$ cat src/rtl/uart_pkg.sv
// Shared UART definitions: FSM state encoding, default payload width and parity modes.
// Used by both the transmitter and the receiver side.
package uart_pkg;

  typedef logic [2:0] state_t;

  localparam state_t ST_IDLE   = 3'd0;
  localparam state_t ST_START  = 3'd1;
  localparam state_t ST_DATA   = 3'd2;
  localparam state_t ST_PARITY = 3'd3;
  localparam state_t ST_STOP   = 3'd4;

  localparam int DEFAULT_DATA_BITS = 8;

  localparam int PARITY_NONE = 0;
  localparam int PARITY_EVEN = 1;

  // A zero divisor would never end a bit; treat it as one cycle per bit.
  function automatic logic [15:0] safe_div(input logic [15:0] d);
    return (d == 16'd0) ? 16'd1 : d;
  endfunction

endpackage

$ cat src/rtl/uart_tx_fifo.sv
// Synchronous show-ahead FIFO for the transmit path; full/empty are registered flags.
module uart_tx_fifo #(
  parameter int DATA_BITS = 8,
  parameter int DEPTH     = 4
) (
  input  logic                 sysclk,
  input  logic                 reset,
  input  logic                 wr_en,
  input  logic [DATA_BITS-1:0] wr_data,
  input  logic                 rd_en,
  output logic [DATA_BITS-1:0] rd_data,
  output logic                 full,
  output logic                 empty
);

  localparam int AW = $clog2(DEPTH);
  localparam logic [AW-1:0] PTR_INC  = AW'(1);
  localparam logic [AW:0]   CNT_INC  = (AW+1)'(1);
  localparam logic [AW:0]   FULL_CNT = (AW+1)'(DEPTH);

  logic [DATA_BITS-1:0] r_mem [DEPTH];
  logic [AW-1:0]        r_wr_ptr;
  logic [AW-1:0]        r_rd_ptr;
  logic [AW:0]          r_count;
  logic                 r_full;
  logic                 r_empty;
  logic                 w_push;
  logic                 w_pop;
  logic [AW:0]          w_count_nxt;

  // A write while full is dropped even if a pop frees a slot this cycle.
  assign w_push = wr_en && !r_full;
  assign w_pop  = rd_en && !r_empty;

  always_comb begin
    w_count_nxt = r_count;
    if (w_push && !w_pop)
      w_count_nxt = r_count + CNT_INC;
    else if (!w_push && w_pop)
      w_count_nxt = r_count - CNT_INC;
  end

  always_ff @(posedge sysclk) begin
    if (reset) begin
      r_wr_ptr <= '0;
      r_rd_ptr <= '0;
      r_count  <= '0;
      r_full   <= 1'b0;
      r_empty  <= 1'b1;
    end else begin
      if (w_push) r_wr_ptr <= r_wr_ptr + PTR_INC;
      if (w_pop)  r_rd_ptr <= r_rd_ptr + PTR_INC;
      r_count <= w_count_nxt;
      r_full  <= (w_count_nxt == FULL_CNT);
      r_empty <= (w_count_nxt == '0);
    end
  end

  always_ff @(posedge sysclk) begin
    if (w_push) r_mem[r_wr_ptr] <= wr_data;
  end

  assign rd_data = r_mem[r_rd_ptr];
  assign full    = r_full;
  assign empty   = r_empty;

endmodule

$ cat src/rtl/uart_tx_framed.sv
// Buffered UART transmitter: start, LSB-first data, optional even parity, stop.
// Bit timing comes from a divisor latched at each frame start.
module uart_tx_framed
  import uart_pkg::*;
#(
  parameter int DATA_BITS  = DEFAULT_DATA_BITS,
  parameter int FIFO_DEPTH = 4,
  parameter int PARITY_EN  = 1
) (
  input  logic                 sysclk,
  input  logic                 reset,
  input  logic [15:0]          divisor,
  input  logic                 wr_en,
  input  logic [DATA_BITS-1:0] wr_data,
  output logic                 full,
  output logic                 empty,
  output logic                 busy,
  output logic                 tx_data_out
);

  localparam int BCW         = $clog2(DATA_BITS + 1);
  localparam int PARITY_MODE = (PARITY_EN != 0) ? PARITY_EVEN : PARITY_NONE;
  localparam bit USE_PARITY  = (PARITY_MODE == PARITY_EVEN);
  localparam logic [BCW-1:0] LAST_BIT = BCW'(DATA_BITS - 1);
  localparam logic [BCW-1:0] BIT_INC  = BCW'(1);

  state_t               r_state;
  state_t               w_state_nxt;
  logic [15:0]          r_baud_cnt;
  logic [15:0]          r_div;
  logic [BCW-1:0]       r_bit_cnt;
  logic [DATA_BITS-1:0] r_shift;
  logic                 r_parity;
  logic                 r_tx;
  logic                 w_bit_end;
  logic                 w_pop;
  logic                 w_line;
  logic                 w_busy;
  logic [DATA_BITS-1:0] w_fifo_data;
  logic                 w_full;
  logic                 w_empty;

  uart_tx_fifo #(
    .DATA_BITS(DATA_BITS),
    .DEPTH    (FIFO_DEPTH)
  ) u_fifo (
    .sysclk (sysclk),
    .reset  (reset),
    .wr_en  (wr_en),
    .wr_data(wr_data),
    .rd_en  (w_pop),
    .rd_data(w_fifo_data),
    .full   (w_full),
    .empty  (w_empty)
  );

  assign w_bit_end = (r_baud_cnt == r_div - 16'd1);

  always_ff @(posedge sysclk) begin
    if (reset) r_state <= ST_IDLE;
    else       r_state <= w_state_nxt;
  end

  always_comb begin
    w_state_nxt = r_state;
    case (r_state)
      ST_IDLE:   if (!w_empty) w_state_nxt = ST_START;
      ST_START:  if (w_bit_end) w_state_nxt = ST_DATA;
      ST_DATA:   if (w_bit_end && (r_bit_cnt == LAST_BIT))
                   w_state_nxt = USE_PARITY ? ST_PARITY : ST_STOP;
      ST_PARITY: if (w_bit_end) w_state_nxt = ST_STOP;
      ST_STOP:   if (w_bit_end) w_state_nxt = w_empty ? ST_IDLE : ST_START;
      default:   w_state_nxt = ST_IDLE;
    endcase
  end

  always_comb begin
    w_line = 1'b1;
    case (r_state)
      ST_START:  w_line = 1'b0;
      ST_DATA:   w_line = r_shift[0];
      ST_PARITY: w_line = r_parity;
      default:   w_line = 1'b1;
    endcase
    w_busy = (r_state != ST_IDLE);
    w_pop  = !w_empty && ((r_state == ST_IDLE) || ((r_state == ST_STOP) && w_bit_end));
  end

  // Control: baud and bit counters plus the registered line.
  always_ff @(posedge sysclk) begin
    if (reset) begin
      r_baud_cnt <= '0;
      r_bit_cnt  <= '0;
      r_tx       <= 1'b1;
    end else begin
      r_tx <= w_line;
      if (w_pop) begin
        r_baud_cnt <= '0;
        r_bit_cnt  <= '0;
      end else if (r_state != ST_IDLE) begin
        if (w_bit_end) begin
          r_baud_cnt <= '0;
          if (r_state == ST_DATA) r_bit_cnt <= r_bit_cnt + BIT_INC;
        end else begin
          r_baud_cnt <= r_baud_cnt + 16'd1;
        end
      end
    end
  end

  // Datapath: frame payload, its parity and the bit period are captured at pop.
  always_ff @(posedge sysclk) begin
    if (w_pop) begin
      r_shift  <= w_fifo_data;
      r_parity <= ^w_fifo_data;
      r_div    <= safe_div(divisor);
    end else if ((r_state == ST_DATA) && w_bit_end) begin
      r_shift <= r_shift >> 1;
    end
  end

  assign full        = w_full;
  assign empty       = w_empty;
  assign busy        = w_busy;
  assign tx_data_out = r_tx;

endmodule

$ cat config.mk
export PLATFORM = sky130hd
export DESIGN_NAME = uart_tx_framed
export DESIGN_NICKNAME = d
export VERILOG_FILES = /design/src/rtl/uart_pkg.sv /design/src/rtl/uart_tx_fifo.sv /design/src/rtl/uart_tx_framed.sv
export SDC_FILE = /design/constraint.sdc
export NUM_CORES = 1
export LEC_CHECK = 0
export BUFFER_PORTS_ARGS = -buffer_cell sky130_fd_sc_hd__buf_2
export CAP_MARGIN = 30
export CORE_ASPECT_RATIO = 1.75
export CORE_MARGIN = 1
export CORE_UTILIZATION = 64
export CTS_CLUSTER_SIZE = 8
export DETAILED_ROUTE_END_ITERATION = 12
export PLACE_DENSITY = 0.84
export SLEW_MARGIN = 0
export SYNTH_ARGS = -nofsm -noshare
export SYNTH_HDL_FRONTEND = slang
export SYNTH_SLANG_ARGS = --single-unit
$ cat constraint.sdc
create_clock -name sysclk -period 9.77 [get_ports sysclk]
set_clock_uncertainty 0.15 [all_clocks]
set_input_delay 1.954 -clock sysclk [delete_from_list [all_inputs] [get_ports sysclk]]
set_output_delay 1.954 -clock sysclk [all_outputs]
set_load 0.03 [all_outputs]
=== Yosys cells after proc, flatten, opt, wreduce, memory -nomap -nowiden ===
Memories as Yosys holds them, arrays and structs flattened. A register that Yosys moved wholly into a read port is not among the register bits.
Index checks and enable logic that the tools add are counted.

* Flip-flop bits (word level): 58
* Bits in latches: 0
* Memory bits (writable): 32
* ROM bits: 0
* Input bits: 27
* Output and inout port bits: 4
* Logic and storage cells: 71
* Memories kept: 1

{| class="wikitable"
|+ Memories
! name !! words !! bits a word !! read ports !! clocked after Yosys merged registers in !! wr ports !! line !! RTL
|-
| u_fifo.r_mem || 4 || 8 || 1 || 1 || 1 || uart_tx_fifo.sv:21 || <nowiki>logic [DATA_BITS-1:0] r_mem [DEPTH];</nowiki>
|}

* Add/subtract/negate cells: 7
* Multiply operators: 0
* Divide/modulo/power cells: 0
* $lt $le $gt $ge: 0
* Eq/ne operators: 12
* Shifts and indexed selects: 0
* Mux-type cells: 17
* Bitwise logic cells: 0
* Reduce and logical (&&, ||, !) cells: 22

{| class="wikitable"
|+ Operators by type and width
! cell !! number
|-
| 2-to-1 mux 3 bit || 7
|-
| adder 16 x 1 -> 16 bit (second input constant) || 1
|-
| equality test 16 bit || 1
|-
| zero test 16 bit || 1
|-
| 2-to-1 mux 16 bit || 1
|-
| 2-to-1 mux 8 bit || 2
|-
| subtractor 16 x 1 -> 16 bit (second input constant) || 1
|-
| one-hot mux 3 bit (5 select lines) || 1
|-
| != test 2 bit (second input constant) || 5
|-
| logical AND 1 bit || 8
|-
| XOR reduction 8 bit || 1
|-
| equality test 3 x 2 -> 1 bit (second input constant) || 2
|-
| equality test 3 bit (second input constant) || 2
|-
| zero test 3 bit || 2
|-
| AND reduction 5 bit || 1
|-
| adder 2 x 1 -> 2 bit (second input constant) || 2
|-
| adder 4 x 1 -> 4 bit (second input constant) || 1
|-
| equality test 4 x 3 -> 1 bit (second input constant) || 1
|-
| zero test 1 bit || 4
|-
| 2-to-1 mux 2 bit || 2
|-
| adder 3 x 1 -> 3 bit (second input constant) || 1
|-
| equality test 3 x 1 -> 1 bit (second input constant) || 1
|-
| 2-to-1 mux 1 bit || 3
|-
| one-hot mux 1 bit (3 select lines) || 1
|-
| 6 further kinds || 6
|}

=== Logic depth before layout (Yosys ltp) ===
* Word-level depth: 10
* Depth in mapped cells: 13
* Depth with buffers taken out: 13

=== Hierarchy ===
From an unflattened synthesis, not the netlist that was laid out.

* Cell total of the unflattened synthesis: 389
* Area total of the unflattened synthesis: 4,504.3 um^2

{| class="wikitable"
|+ By module, submodules not included
! module !! instances !! cells each !! area an instance (um^2) !! sequential area each (um^2)
|-
| uart_tx_framed || 1 || 275 || 2,713.9 || 1,231.2
|-
| uart_tx_fifo || 1 || 114 || 1,790.5 || 1,181.1
|}

=== Least setup slack after synthesis ===
No wires, ideal clock.

* Path type: input-to-reg
* Start point: input port wr_en
* End point: register u_fifo.r_empty, in the netlist u_fifo.empty
* Library setup time: 120 ps
* Arrival time: 2,953 ps
* Required time: 9,500 ps
* Slack: 6,548 ps
* Stages: 5
* Buffers on the path: 1
* Cell sequence: nor2b_1 clkbuf_1 xnor2_1 a31o_1 o31a_1

* Longest elaborated chain between the ends: 6
* Elaborated cells on any way between the ends: 7
* Classes of those cells: mux (2); reduce/logical (5)

{| class="wikitable"
|+ RTL lines
! what !! line !! RTL
|-
| from (decl) || uart_tx_framed.sv:13 || <nowiki>input logic wr_en,</nowiki>
|-
| logical AND 1 bit * || uart_tx_fifo.sv:32 || <nowiki>assign w_push = wr_en && !r_full;</nowiki>
|-
| zero test 1 bit || uart_tx_fifo.sv:39 || <nowiki>else if (!w_push && w_pop)</nowiki>
|-
| logical AND 1 bit || uart_tx_fifo.sv:39 ||
|-
| 2-to-1 mux 3 bit || uart_tx_fifo.sv:39 ||
|-
| 2-to-1 mux 3 bit * || uart_tx_fifo.sv:37 || <nowiki>if (w_push && !w_pop)</nowiki>
|-
| zero test 3 bit * || uart_tx_fifo.sv:55 || <nowiki>r_empty <= (w_count_nxt == '0);</nowiki>
|-
| to (signal assigned) || uart_tx_fifo.sv:55 ||
|-
| to (decl) || uart_tx_fifo.sv:26 || <nowiki>logic r_empty;</nowiki>
|}

Mark *: on every way between the ends. The rest lies on a longest branch, timed or not.
A chain may end at the register's enable or synchronous reset.

=== Worst setup path in the final report ===
* Start point: register r_state[0]
* End point: output port busy

* Longest elaborated chain between the ends: 1

{| class="wikitable"
|+ RTL lines
! what !! line !! RTL
|-
| from (decl) || uart_tx_framed.sv:27 || <nowiki>state_t r_state;</nowiki>
|-
| from (signal assigned) || uart_tx_framed.sv:61 || <nowiki>else r_state <= w_state_nxt;</nowiki>
|-
| nonzero test 3 bit || uart_tx_framed.sv:85 || <nowiki>w_busy = (r_state != ST_IDLE);</nowiki>
|-
| to (decl) || uart_tx_framed.sv:17 || <nowiki>output logic busy,</nowiki>
|}

No other way between the ends.

==> impl_metrics.tcl <==
set metrics [dict create \
    status "finished, final reports clean" \
    intPower_uw 841 \
    yosys_warnings 0 \
    fill_cells 468 \
    finalWirelength_mm 7.67 \
    p_switching_uw 362 \
    post-route-min-period_ns 3.59 \
    pre_cts_slack_ns 6.08 \
    crit_path_max_fanout 9 \
    syn_area_mm2 0.00427 \
    cts_tree "done" \
    p_leak_nw 1.70 \
    syn_inst 356 \
    arrival_ns 1.48 \
    critPathKind "register to output pin" \
    fmax_mhz 279 \
    synth_edf_count 57 \
    cp-end-kind "output pin" \
    ioPinCount 31 \
    postCtsHoldBufs 0 \
    drive_above_1_share 0.178 \
    die_w_um 63.7 \
    ctsHtreeMaxLevel 3 \
    grt_pass1_vias 2623 \
    rsz0062_at_grt "false" \
    ir_drop_mv 0.231 \
    worst_slack_ns 6.18 \
    firstDrtPassIters 4 \
    gp_congestion 0.882 \
    viasPerCell 5.72 \
    hold_path_class "register to register" \
    track_usage 0.245 \
    crit_path_max_incr_delay_ns 0.52 \
    grt_first_pass_wirelength_mm 12.3 \
    seq_area_frac_synth 0.565 \
    overflow 0 \
    drc 0 \
    synthTopCellsByArea "edfxtp_1, dfxtp_1, xnor2_1" \
    syn_to_final_growth_pct 10.3 \
    io_buffers 30 \
    num_antenna_cells 0 \
    clock_latency_ns 0.34 \
    cts_root_buf "clkbuf_16" \
    worstPathRequired_ns 7.67 \
    core_area_mm2 0.00649 \
    crit_path_start_kind "register" \
    final_net_count 408 \
    ys_types 48 \
    numCtsBuffers 9 \
    finalHoldViolCount 0 \
    worst_pin_slew_ns 0.761 \
    placed_area_mm2 0.00443 \
    die_h_um 110 \
    syn_avg_cell_area_um2 12.0 \
    crit_family "simple AND/OR/NAND/NOR gates" \
    seqPwrFrac 0.466 \
    detail-route-antenna-nets 0 \
    finalCritPeriodShare 0.367 \
    cts.sinks 92 \
    maxSlewHeadroom 0.492 \
    clk_path_buf_depth 2 \
    cp_cell_sequence "or3_1 -> buf_2" \
    syn_nets 392 \
    finalSetupTns_ns 0 \
    async_flop_share 0 \
    ctsResizeCount 0 \
    drv_slew 0 \
    power.density_mw_per_mm2 255 \
    cts_setup_buffers 0 \
    p_sw_frac 0.301 \
    dp_hpwl_mm 5.76 \
    cap_violations 0 \
    grt_start_max_net_pins 31 \
    clkTransAtPathRegs_ns 0.06 \
    avgRoutedWirePerCell_um 16.8 \
    die_area_mm2 0.00702 \
    antenna_found_initial 0 \
    synth.top_cell.area_share 0.401 \
    clkPwrFrac 0.272 \
    synth_flop_cell "edfxtp_1" \
    fin_hold_ws_ns 0.350 \
    ys_ff_latch 92 \
    drt_iter0_markers 130 \
    setup_violations 0 \
    path_buf_inv 1 \
    final_util 0.725 \
    pwr-share-comb 0.262 \
    synth_top_area_cell "edfxtp_1" \
    final_cell_area_mm2 0.00471 \
    std_cell_rows 39 \
    cpMaxStageDelayCell "or3_1" \
    initial_core_util 0.658 \
    via_count 2620 \
]
metal layers:
metal / global-route usage / vias up / wire length, µm
met5: 0 / - / 0
met4: 0.141 / 0 / 229
met3: 0.0566 / 14 / 166
met2: 0.473 / 37 / 4610
met1: 0.230 / 1283 / 2670
li1: - / 1286 / -
cell usage in the layout, fill, tap and decap left out, types with 2 or more instances in the layout:
master | Yosys | layout
edfxtp_1 | 57 | 57
nor2_1 | 42 | 42
dfxtp_1 | 35 | 35
buf_2 | 2 | 30
xnor2_1 | 27 | 27
xor2_1 | 25 | 25
nand2_1 | 22 | 22
nand3_1 | 12 | 12
inv_1 | 9 | 9
ha_1 | 9 | 9
clkbuf_16 | 0 | 9
mux4_2 | 8 | 8
nor3_1 | 7 | 7
nor4_1 | 7 | 7
nand4_1 | 6 | 6
mux2_2 | 6 | 6
and2_1 | 5 | 5
nand2b_1 | 4 | 4
a211oi_1 | 4 | 4
a31oi_1 | 4 | 4
mux2i_1 | 4 | 4
nor2b_1 | 4 | 4
a21oi_1 | 3 | 3
clkinv_1 | 0 | 3
or3_1 | 2 | 2
nor4_4 | 2 | 2
o211ai_1 | 2 | 2
nor4_2 | 2 | 2
a41o_1 | 2 | 2
and3_1 | 2 | 2
o21ai_0 | 2 | 2
clkinvlp_4 | 0 | 2
synth_stat cells (5+ instances only):
cell type,number
nand3_1,12
nand2_1,22
inv_1,9
nand4_1,6
xnor2_1,27
and2_1,5
clkbuf_1,22
ha_1,9
nor2_1,42
mux4_2,8
dfxtp_1,35
edfxtp_1,57
mux2_2,6
xor2_1,25
nor4_1,7
nor3_1,7
final cells by class:
class	instances	area [µm²]	share of cell area
Inverter	10	40.0	0.00850
Multi-Input combinational cell	229	1720	0.366
Tap cell	82	103	0.0218
Clock inverter	6	56.3	0.0120
Sequential cell	92	2410	0.512
Timing Repair Buffer	30	150	0.0319
Clock buffer	9	225	0.0478
worst min-delay path: cells and delay by family (launching register included):
kind            cells  cell delay, ns
compound gates      2            0.13
flops               1            0.32
state kept, by name, indices dropped and copies added, names as in the netlist, 3 cells and up, named ones only:
| signal | cells |
|---|---|
| r_baud_cnt | 16 |
| r_shift | 8 |
| r_state | 3 |
| u_fifo.r_count | 3 |
| u_fifo.r_mem | 32 |
| r_div | 16 |
| r_bit_cnt | 4 |
worst paths after layout:
check,start,endpoint,slack [ns],cells past startpoint
hold reg to reg,r_bit_cnt[3]$_SDFFE_PP0P_,r_bit_cnt[3]$_SDFFE_PP0P_,0.35,2
hold / removal,r_bit_cnt[3]$_SDFFE_PP0P_,r_bit_cnt[3]$_SDFFE_PP0P_,0.35,2
setup / recovery,r_state[0]$_SDFFE_PP0P_,busy,6.18,2
setup reg to reg,r_div[0]$_SDFFCE_PN1N_,u_fifo.empty$_SDFF_PP1_,6.24,12
power groups by stage:
stage	Clock [mW]	Sequential [mW]	Combinational, mW
global placement	0	0.565	0.298
global route	0.351	0.569	0.345
finish	0.327	0.560	0.316
detailed placement	0	0.569	0.311
CTS	0.332	0.561	0.317
floorplan	0	0.547	0.264
stage by stage:
stage / power, mW / std cells
floorplan: 0.811 / 356
global placement: 0.863 / 443
detailed placement: 0.880 / 443
CTS: 1.21 / 458
global route: 1.26 / 458
finish: 1.20 / 458
cells by family after synthesis:
kind of cell,Yosys count,share of synthesized area
AO/OA/AOI/OAI,24,0.0425
XOR/XNOR,52,0.107
adder cells (fa/ha/maj),9,0.0264
buffers and inverters,35,0.0319
flip-flops,92,0.565
multiplexers,19,0.0709
AND/OR/NAND/NOR,125,0.157
No activity file was read; power rests on OpenSTA's default activity.
